**src/rtl/ctrl_pkg.sv**
```systemverilog
// Shared opcode map, control-bus layout and helpers for the OF->EX decode stage.
package ctrl_pkg;

    localparam int unsigned OPC_W  = 5;
    localparam int unsigned CTRL_W = 22;

    typedef logic [OPC_W-1:0]  opcode_t;
    typedef logic [CTRL_W-1:0] ctrl_t;

    // Opcode map for IR[31:27]; 5'h15..5'h1F are undefined
    localparam opcode_t OP_ADD  = 5'h00;
    localparam opcode_t OP_SUB  = 5'h01;
    localparam opcode_t OP_MUL  = 5'h02;
    localparam opcode_t OP_DIV  = 5'h03;
    localparam opcode_t OP_MOD  = 5'h04;
    localparam opcode_t OP_CMP  = 5'h05;
    localparam opcode_t OP_AND  = 5'h06;
    localparam opcode_t OP_OR   = 5'h07;
    localparam opcode_t OP_NOT  = 5'h08;
    localparam opcode_t OP_MOV  = 5'h09;
    localparam opcode_t OP_LSL  = 5'h0A;
    localparam opcode_t OP_LSR  = 5'h0B;
    localparam opcode_t OP_ASR  = 5'h0C;
    localparam opcode_t OP_NOP  = 5'h0D;
    localparam opcode_t OP_LD   = 5'h0E;
    localparam opcode_t OP_ST   = 5'h0F;
    localparam opcode_t OP_BEQ  = 5'h10;
    localparam opcode_t OP_BGT  = 5'h11;
    localparam opcode_t OP_B    = 5'h12;
    localparam opcode_t OP_CALL = 5'h13;
    localparam opcode_t OP_RET  = 5'h14;

    // Control-bus bit positions
    localparam int unsigned B_IS_ST      = 0;
    localparam int unsigned B_IS_LD      = 1;
    localparam int unsigned B_IS_BEQ     = 2;
    localparam int unsigned B_IS_BGT     = 3;
    localparam int unsigned B_IS_RET     = 4;
    localparam int unsigned B_IS_IMM     = 5;
    localparam int unsigned B_IS_WB      = 6;
    localparam int unsigned B_IS_UBRANCH = 7;
    localparam int unsigned B_IS_CALL    = 8;
    localparam int unsigned B_IS_ADD     = 9;
    localparam int unsigned B_IS_SUB     = 10;
    localparam int unsigned B_IS_CMP     = 11;
    localparam int unsigned B_IS_MUL     = 12;
    localparam int unsigned B_IS_DIV     = 13;
    localparam int unsigned B_IS_MOD     = 14;
    localparam int unsigned B_IS_LSL     = 15;
    localparam int unsigned B_IS_LSR     = 16;
    localparam int unsigned B_IS_ASR     = 17;
    localparam int unsigned B_IS_OR      = 18;
    localparam int unsigned B_IS_AND     = 19;
    localparam int unsigned B_IS_NOT     = 20;
    localparam int unsigned B_IS_MOV     = 21;

    // Opcodes that occupy the multi-cycle EX unit
    function automatic logic is_muldiv(input opcode_t op);
        return (op == OP_MUL) || (op == OP_DIV) || (op == OP_MOD);
    endfunction

endpackage

```
**src/rtl/ctrl_decode_stage_if.sv**
```systemverilog
// Upstream/downstream handshake bundle of the decode stage; master = pipeline side, slave = stage.
interface ctrl_decode_stage_if
    import ctrl_pkg::*;
#(
    parameter int unsigned PC_W = 32,
    parameter int unsigned IR_W = 32
);
    logic            in_valid;
    logic            in_ready;
    logic [IR_W-1:0] in_ir;
    logic [PC_W-1:0] in_pc;
    logic            flush;
    logic            out_valid;
    logic            out_ready;
    ctrl_t           out_ctrl;
    logic [IR_W-1:0] out_ir;
    logic [PC_W-1:0] out_pc;
    logic            out_illegal;

    modport master (
        output in_valid, in_ir, in_pc, flush, out_ready,
        input  in_ready, out_valid, out_ctrl, out_ir, out_pc, out_illegal
    );

    modport slave (
        input  in_valid, in_ir, in_pc, flush, out_ready,
        output in_ready, out_valid, out_ctrl, out_ir, out_pc, out_illegal
    );
endinterface

```
**src/rtl/ctrl_decode_comb.sv**
```systemverilog
// Pure opcode/immediate -> control-bus decode. With CTRL_ILLEGAL_TRAP_EN an illegal flag is also produced.
module ctrl_decode_comb
    import ctrl_pkg::*;
(
    input  opcode_t opcode,
    input  logic    imm,
`ifdef CTRL_ILLEGAL_TRAP_EN
    output logic    illegal,
`endif
    output ctrl_t   ctrl
);

    logic legal;

    always_comb begin
        ctrl  = '0;
        legal = 1'b1;
        unique case (opcode)
            OP_ADD:  begin ctrl[B_IS_ADD] = 1'b1; ctrl[B_IS_WB] = 1'b1; end
            OP_SUB:  begin ctrl[B_IS_SUB] = 1'b1; ctrl[B_IS_WB] = 1'b1; end
            OP_MUL:  begin ctrl[B_IS_MUL] = 1'b1; ctrl[B_IS_WB] = 1'b1; end
            OP_DIV:  begin ctrl[B_IS_DIV] = 1'b1; ctrl[B_IS_WB] = 1'b1; end
            OP_MOD:  begin ctrl[B_IS_MOD] = 1'b1; ctrl[B_IS_WB] = 1'b1; end
            OP_CMP:  ctrl[B_IS_CMP] = 1'b1;
            OP_AND:  begin ctrl[B_IS_AND] = 1'b1; ctrl[B_IS_WB] = 1'b1; end
            OP_OR:   begin ctrl[B_IS_OR]  = 1'b1; ctrl[B_IS_WB] = 1'b1; end
            OP_NOT:  begin ctrl[B_IS_NOT] = 1'b1; ctrl[B_IS_WB] = 1'b1; end
            OP_MOV:  begin ctrl[B_IS_MOV] = 1'b1; ctrl[B_IS_WB] = 1'b1; end
            OP_LSL:  begin ctrl[B_IS_LSL] = 1'b1; ctrl[B_IS_WB] = 1'b1; end
            OP_LSR:  begin ctrl[B_IS_LSR] = 1'b1; ctrl[B_IS_WB] = 1'b1; end
            OP_ASR:  begin ctrl[B_IS_ASR] = 1'b1; ctrl[B_IS_WB] = 1'b1; end
            OP_NOP:  ;
            // Memory ops compute their address in the adder
            OP_LD:   begin ctrl[B_IS_LD] = 1'b1; ctrl[B_IS_ADD] = 1'b1; ctrl[B_IS_WB] = 1'b1; end
            OP_ST:   begin ctrl[B_IS_ST] = 1'b1; ctrl[B_IS_ADD] = 1'b1; end
            OP_BEQ:  ctrl[B_IS_BEQ] = 1'b1;
            OP_BGT:  ctrl[B_IS_BGT] = 1'b1;
            OP_B:    ctrl[B_IS_UBRANCH] = 1'b1;
            OP_CALL: begin ctrl[B_IS_CALL] = 1'b1; ctrl[B_IS_UBRANCH] = 1'b1; ctrl[B_IS_WB] = 1'b1; end
            OP_RET:  begin ctrl[B_IS_RET] = 1'b1; ctrl[B_IS_UBRANCH] = 1'b1; end
            default: legal = 1'b0;
        endcase
        // Undefined opcodes stay all-zero, immediate flag included
        if (legal) begin
            ctrl[B_IS_IMM] = imm;
        end
    end

`ifdef CTRL_ILLEGAL_TRAP_EN
    assign illegal = ~legal;
`endif

endmodule

```
**src/rtl/ctrl_decode_stage.sv**
```systemverilog
// Registered, handshaked instruction decode stage (OF->EX register) with MUL/DIV/MOD issue interlock.
// Optional feature macro: CTRL_ILLEGAL_TRAP_EN (undefined opcodes flag out_illegal and block issue until flush).
module ctrl_decode_stage
    import ctrl_pkg::*;
#(
    parameter int unsigned PC_W       = 32,
    parameter int unsigned IR_W       = 32,
    parameter int unsigned MULDIV_LAT = 3
) (
    input  logic                clk,
    input  logic                reset,
    ctrl_decode_stage_if.slave  bus
);

    localparam int unsigned BUSY_W = $clog2(MULDIV_LAT + 1);
    localparam logic [BUSY_W-1:0] BUSY_LOAD = BUSY_W'(MULDIV_LAT - 1);

    if (IR_W < 32) begin : g_bad_ir_w
        $error("ctrl_decode_stage: IR_W must be at least 32");
    end
    if (MULDIV_LAT < 1 || MULDIV_LAT > 15) begin : g_bad_lat
        $error("ctrl_decode_stage: MULDIV_LAT must be in 1..15");
    end

    opcode_t           opcode;
    ctrl_t             dec_ctrl;
    logic              in_ready_c;
    logic              xfer_c;
    logic              trap_c;
    logic              dec_illegal;

    logic              out_valid_q,   out_valid_d;
    ctrl_t             out_ctrl_q,    out_ctrl_d;
    logic [IR_W-1:0]   out_ir_q,      out_ir_d;
    logic [PC_W-1:0]   out_pc_q,      out_pc_d;
    logic [BUSY_W-1:0] busy_cnt_q,    busy_cnt_d;
    logic              out_illegal_q, out_illegal_d;
    logic              trap_q,        trap_d;

    assign opcode = bus.in_ir[31:27];

    ctrl_decode_comb u_decode (
        .opcode  (opcode),
        .imm     (bus.in_ir[26]),
`ifdef CTRL_ILLEGAL_TRAP_EN
        .illegal (dec_illegal),
`endif
        .ctrl    (dec_ctrl)
    );

`ifdef CTRL_ILLEGAL_TRAP_EN
    assign trap_c = trap_q;
`else
    assign dec_illegal = 1'b0;
    assign trap_c      = 1'b0;
`endif

    // Ready depends only on registered state and out_ready, never on in_valid
    assign in_ready_c = (~out_valid_q | bus.out_ready) & (busy_cnt_q == '0) & ~trap_c;
    assign xfer_c     = bus.in_valid & in_ready_c & ~bus.flush;

    always_comb begin
        out_valid_d   = out_valid_q;
        out_ctrl_d    = out_ctrl_q;
        out_ir_d      = out_ir_q;
        out_pc_d      = out_pc_q;
        out_illegal_d = out_illegal_q;
        trap_d        = trap_q;
        busy_cnt_d    = (busy_cnt_q != '0) ? busy_cnt_q - BUSY_W'(1) : busy_cnt_q;

        if (xfer_c) begin
            out_valid_d   = 1'b1;
            out_ctrl_d    = dec_ctrl;
            out_ir_d      = bus.in_ir;
            out_pc_d      = bus.in_pc;
            out_illegal_d = dec_illegal;
            if (is_muldiv(opcode)) begin
                busy_cnt_d = BUSY_LOAD;
            end
            if (dec_illegal) begin
                trap_d = 1'b1;
            end
        end else if (bus.out_ready) begin
            out_valid_d = 1'b0;
        end

        // A taken branch squashes the held entry and any pending interlock or trap
        if (bus.flush) begin
            out_valid_d = 1'b0;
            busy_cnt_d  = '0;
            trap_d      = 1'b0;
        end
    end

    always_ff @(posedge clk or posedge reset) begin
        if (reset) begin
            out_valid_q <= 1'b0;
            out_ctrl_q  <= '0;
            out_ir_q    <= '0;
            out_pc_q    <= '0;
            busy_cnt_q  <= '0;
        end else begin
            out_valid_q <= out_valid_d;
            out_ctrl_q  <= out_ctrl_d;
            out_ir_q    <= out_ir_d;
            out_pc_q    <= out_pc_d;
            busy_cnt_q  <= busy_cnt_d;
        end
    end

`ifdef CTRL_ILLEGAL_TRAP_EN
    always_ff @(posedge clk or posedge reset) begin
        if (reset) begin
            out_illegal_q <= 1'b0;
            trap_q        <= 1'b0;
        end else begin
            out_illegal_q <= out_illegal_d;
            trap_q        <= trap_d;
        end
    end
    assign bus.out_illegal = out_illegal_q;
`else
    assign out_illegal_q   = 1'b0;
    assign trap_q          = 1'b0;
    assign bus.out_illegal = 1'b0;
`endif

    assign bus.in_ready  = in_ready_c;
    assign bus.out_valid = out_valid_q;
    assign bus.out_ctrl  = out_ctrl_q;
    assign bus.out_ir    = out_ir_q;
    assign bus.out_pc    = out_pc_q;

endmodule

```
**src/flat_wrapper.sv**
```systemverilog
// flat-port wrapper written by rule: the top's interface ports become plain ports
module ctrl_decode_stage_flat import ctrl_pkg::*;
#(
    parameter int unsigned PC_W       = 32,
    parameter int unsigned IR_W       = 32,
    parameter int unsigned MULDIV_LAT = 3
)
  (clk, reset, bus_in_valid, bus_in_ir, bus_in_pc, bus_flush, bus_out_ready, bus_in_ready, bus_out_valid, bus_out_ctrl, bus_out_ir, bus_out_pc, bus_out_illegal);
  ctrl_decode_stage_if #(.PC_W(PC_W), .IR_W(IR_W)) bus_i ();
  input  logic clk;
  input  logic reset;
  input wire logic [$bits(bus_i.in_valid)-1:0] bus_in_valid;
  input wire logic [$bits(bus_i.in_ir)-1:0] bus_in_ir;
  input wire logic [$bits(bus_i.in_pc)-1:0] bus_in_pc;
  input wire logic [$bits(bus_i.flush)-1:0] bus_flush;
  input wire logic [$bits(bus_i.out_ready)-1:0] bus_out_ready;
  output wire logic [$bits(bus_i.in_ready)-1:0] bus_in_ready;
  output wire logic [$bits(bus_i.out_valid)-1:0] bus_out_valid;
  output wire logic [$bits(bus_i.out_ctrl)-1:0] bus_out_ctrl;
  output wire logic [$bits(bus_i.out_ir)-1:0] bus_out_ir;
  output wire logic [$bits(bus_i.out_pc)-1:0] bus_out_pc;
  output wire logic [$bits(bus_i.out_illegal)-1:0] bus_out_illegal;
  assign bus_i.in_valid = bus_in_valid;
  assign bus_i.in_ir = bus_in_ir;
  assign bus_i.in_pc = bus_in_pc;
  assign bus_i.flush = bus_flush;
  assign bus_i.out_ready = bus_out_ready;
  assign bus_in_ready = bus_i.in_ready;
  assign bus_out_valid = bus_i.out_valid;
  assign bus_out_ctrl = bus_i.out_ctrl;
  assign bus_out_ir = bus_i.out_ir;
  assign bus_out_pc = bus_i.out_pc;
  assign bus_out_illegal = bus_i.out_illegal;
  ctrl_decode_stage #(.PC_W(PC_W), .IR_W(IR_W), .MULDIV_LAT(MULDIV_LAT)) u_core (.clk(clk), .reset(reset), .bus(bus_i));
endmodule
```
**config.mk**
```make
export PLATFORM = sky130hd
export DESIGN_NAME = ctrl_decode_stage_flat
export DESIGN_NICKNAME = d
export VERILOG_FILES = /design/src/rtl/ctrl_pkg.sv /design/src/rtl/ctrl_decode_stage_if.sv /design/src/rtl/ctrl_decode_comb.sv /design/src/rtl/ctrl_decode_stage.sv /design/src/flat_wrapper.sv
export SDC_FILE = /design/constraint.sdc
export NUM_CORES = 1
export LEC_CHECK = 0
export BUFFER_PORTS_ARGS = -buffer_cell sky130_fd_sc_hd__buf_2
export CORE_ASPECT_RATIO = 0.75
export CORE_MARGIN = 2
export CORE_UTILIZATION = 45
export DETAILED_ROUTE_END_ITERATION = 8
export PLACE_DENSITY = 0.76
export SYNTH_ARGS = -nofsm -noshare
export SYNTH_HDL_FRONTEND = slang
export SYNTH_SLANG_ARGS = --single-unit
```
**constraint.sdc**
```tcl
create_clock -name clk -period 4.75 [get_ports clk]
set_input_delay 1.425 -clock clk [delete_from_list [all_inputs] [get_ports clk]]
set_output_delay 1.425 -clock clk [all_outputs]
set_load 0.05 [all_outputs]
```
Yosys cells after proc, flatten, opt, wreduce, memory -nomap -nowiden:

Cells that the tools add are included.

* bits in registers: 89
* logic and storage cells: 72
* output and inout bits: 89

* add/sub/neg operators: 1
* bitwise operators: 6
* reduce and logical (&&, ||, !) cells: 10
* mux-type cells: 30
* equality and inequality tests: 20

Operators by type and width (count)
* 5-bit by 4-bit == test with 1-bit output, second input constant: 8
* 1-bit two-way mux: 26
* 5-bit == test, second input constant: 5
* 21-bit OR reduction: 1
* 5-bit by 3-bit == test with 1-bit output, second input constant: 4
* 14-bit OR reduction: 1
* 5-bit by 2-bit == test with 1-bit output, second input constant: 2
* 2-bit two-way mux: 4
* 3-bit OR reduction: 2
* 5-bit by 1-bit == test with 1-bit output, second input constant: 1
* 5-bit zero test: 1
* 1-bit bitwise AND: 3
* 3-bit nonzero test: 1
* 2-bit zero test: 1
* 1-bit logical OR: 2
* 1-bit inverter: 2
* 2-bit nonzero test: 1
* 2-bit by 1-bit subtractor with 2-bit output, second input constant: 1
* 1-bit OR: 1

Depth between registers and ports, before layout:

* word-level depth: 7
* gate-level depth with buffers: 7

Hierarchy:

Synthesis repeated with hierarchy kept, for this count alone.

* cell total of the unflattened synthesis: 241
* area total of the unflattened synthesis: 3684.8 sq um

Modules (own cells, without submodules)
* ctrl_decode_stage: instances 1, area an instance 3423.3 sq um, cells an instance 197
* ctrl_decode_comb: instances 1, area an instance 261.5 sq um, cells an instance 44

Worst setup path before layout:

No wires, ideal clock.

* path type: input to output
* from: input bus_out_ready
* to: output bus_in_ready
* slack: 1.035 ns
* path buffers: 1
* stages on the path: 3
* arrival time: 2.290 ns
* cells stage by stage: nor2b_1 > clkbuf_1 > nor2_1

* word-level cells in the longest chain between the ends: 2

Ends and longest elaborated chain
* start: declaration: RTL line flat_wrapper.sv:16 `input wire logic [$bits(bus_i.out_ready)-1:0] bus_out_ready;`
* 1-bit OR: RTL line ctrl_decode_stage.sv:59 `assign in_ready_c = (~out_valid_q | bus.out_ready) & (busy_cnt_q == '0) & ~trap_c;`
* 1-bit bitwise AND: RTL line ctrl_decode_stage.sv:59
* end: declaration: RTL line flat_wrapper.sv:17 `output wire logic [$bits(bus_i.in_ready)-1:0] bus_in_ready;`

No other way between the ends.

Worst setup path in the final report:

Ends and elaborated chain as after synthesis.

==> metrics.md <==
| Metric | Value |
|---|---|
| GRT Total Usage | 0.179 |
| Hold Path Class | flip-flop to flip-flop |
| CTS clk-pin slew, worst paths | 0.08 ns |
| Slew margin rel. | 0.586 |
| Cell variety after synth | 36 |
| Layout cells sized above 1 | 0.623 |
| Number of synthesized flops with an enable pin | 0 |
| Max Transition Viols Final | 0 |
| Largest net degree at the start of global routing | 52 |
| WL per Instance | 15.1 um |
| Cell Area, Placed | 4520 sq um |
| Final hold violation count | 0 |
| Setup Fix Bufs, Post-CTS | 0 |
| Cell count after synthesis | 255 |
| Tmin final | 3.74 ns |
| Switching Share | 0.390 |
| Final core occ | 0.595 |
| NetSw | 0.000851 W |
| Die area | 8940 sq um |
| Total design power | 0.00218 W |
| Static Leak | 2.43 nW |
| Sequential Power Share | 0.422 |
| Initial core utilization | 0.466 |
| I/O pins | 158 |
| CP required | 3.32 ns |
| Die width | 109 um |
| RD Place Congestion | 0.750 |
| Synth Area per Inst | 14.5 sq um |
| FF+latch count, synth | 89 |
| CTS tree | done |
| Peak VDD IR | 274 uV |
| Number of gates resized after cts | 0 |
| Post-route ant nets | 0 |
| Critical path endpoint category | output pin |
| CTS Hold Bufs | 0 |
| Total Wirelength | 7770 um |
| Clock buffer count from CTS | 9 |
| Hold slack | 0.457 ns |
| Post-synthesis sequential area ratio | 0.604 |
| Port Buffers | 156 |
| Most frequent cells in the layout | buf_2 (156), dfrtp_1 (89), mux2_2 (68) |
| Max_cap viols | 0 |
| Post-DR vias/cell | 4.98 |
| RSZ-0062 raised after global routing | false |
| Fmax | 268 MHz |
| Asr flop ratio synth | 1.00 |
| Gr ovfl total | 0 |
| Root buffer cell | clkbuf_8 |
| CP startpoint kind | primary input |
| NumNets Final | 474 |
| Deepest clock path buffer count | 2 |
| Antenna violations before repair | 0 |
| PwrDens | 462 nW/um^2 |
| Most common cell after layout, fill and taps aside | buf_2 |
| DRT iter0 DRCs | 123 |
| Crit Path Max Fanout | 9 |
| Setup violations, final | 0 |
| Rows | 28 |
| Post-route cell area | 4710 sq um |
| H-tree depth | 3 |
| Area delta synth->final | 27.9% |
| Die H | 82.4 um |
| Status | complete, no violations |
| Comb pwr share | 0.343 |
| Final Skew | 0.0106 ns |
| P_int | 0.00133 W |
| Clock network fraction of total power | 0.235 |
| Tcrit/Tclk final | 0.787 |
| Syn Std Cell Area | 3690 sq um |
| Worst Max-Slew Pin Slew | 0.620 ns |
| Clock latency on the worst-skew pair | 0.35 ns |
| Drc violations | 0 |
| CTS Sinks | 89 |
| Top FF cell, synth | dfrtp_1 |
| Post-DP HPWL | 5550 um |
| Vias in the first global route | 2539 |
| ANT cells | 0 |
| Syn_nets | 324 |
| Via count | 2558 |
| Setup TNS | 0 ns |
| Drt pass-1 iters | 4 |
| Yosys warning total | 0 |
| First-pass GRT wire length | 12200 um |
| Floorplan Core Area | 7920 sq um |
| Worst EP arrival | 2.31 ns |
| Critical path class | primary input to output pin |
==> registers in the layout, indices dropped and copies added, names as in the netlist <==
name	count
u_core.busy_cnt_q	2
u_core.bus.out_pc	32
u_core.bus.out_ir	32
u_core.bus.out_valid	1
u_core.bus.out_ctrl	22
==> final cells by class <==
type,count,area (sq um)
inverters,5,20.0
fillers,673,3200
multi-input cells,141,1330
flip-flops and latches,89,2230
well taps,105,131
clock inverters,4,53.8
clock buffers,11,141
repair buffers,159,816
==> per-layer routing <==
| metal | vias to the layer above | part of all wire | global-route usage |
|---|---|---|---|
| li1 | 1190 | - | - |
| met4 | 0 | 0.010 | 0.0641 |
| met1 | 1251 | 0.43 | 0.223 |
| met3 | 7 | 0.096 | 0.0769 |
| met2 | 110 | 0.46 | 0.280 |
| met5 | - | 0 | 0 |
==> power by group through the flow <==
stage	clock network, W	logic, W	registers, W
4_1_cts	0.000532	0.000755	0.000922
3_5_place_dp	0	0.000754	0.000935
3_3_place_gp	0	0.000746	0.000930
2_1_floorplan	0	0.000172	0.00133
6_report	0.000512	0.000748	0.000921
5_1_grt	0.000565	0.000784	0.000936
==> path summary, 6_finish.rpt <==
check	startpoint	endpoint	slack (ns)	cells after the start
min in group asynchronous	reset	u_core.bus.out_pc[17]$_DFFE_PP0P_	1.13	2
min	u_core.busy_cnt_q[0]$_DFF_PP0_	u_core.busy_cnt_q[0]$_DFF_PP0_	0.46	1
max reg2reg	u_core.bus.out_valid$_DFFE_PP0P_	u_core.bus.out_ctrl[16]$_DFFE_PP0P_	2.43	4
max in group asynchronous	reset	u_core.bus.out_pc[21]$_DFFE_PP0P_	2.80	3
max	bus_out_ready	bus_in_ready	1.01	4
min reg2reg	u_core.busy_cnt_q[0]$_DFF_PP0_	u_core.busy_cnt_q[0]$_DFF_PP0_	0.46	1
==> Yosys cell counts, drive strengths merged, types with 2 or more instances <==
cell type  number  area (sq um)
mux2           77           901
inv             5          18.8
nor2b           3          18.8
mux2i           2          20.0
nand2           4          15.0
nand2b          3          18.8
buf            13          95.1
nand4           2          12.5
nand3b          2          15.0
a21oi           5          25.0
dfrtp          89          2230
and3            6          37.5
nor3b           2          15.0
o31ai           7          52.6
clkbuf          7          26.3
nor3            2          10.0
o21ai           7          35.0
nor2            6          22.5
==> metrics by stage <==
stage	setup WS [ns]	instances
floorplan	1.02	255
global placement	1.10	499
detailed placement	1.05	499
CTS	1.04	514
global route	0.917	514
finish	1.01	514
==> critical path, stage by stage <==
cell and delay [ns]:
buf_2 0.10, nor2b_1 0.46, nor2_1 0.09, buf_2 0.23
==> logic make-up after synthesis <==
family                 after synthesis  share of synthesized area
AOI/OAI and AO/OA                   23                     0.0455
muxes                               79                      0.250
and+or+nand+nor                     38                     0.0618
buffers and inverters               25                     0.0380
DFF                                 89                      0.604
other                                1                    0.00102
(Power assumes the default switching activity.)
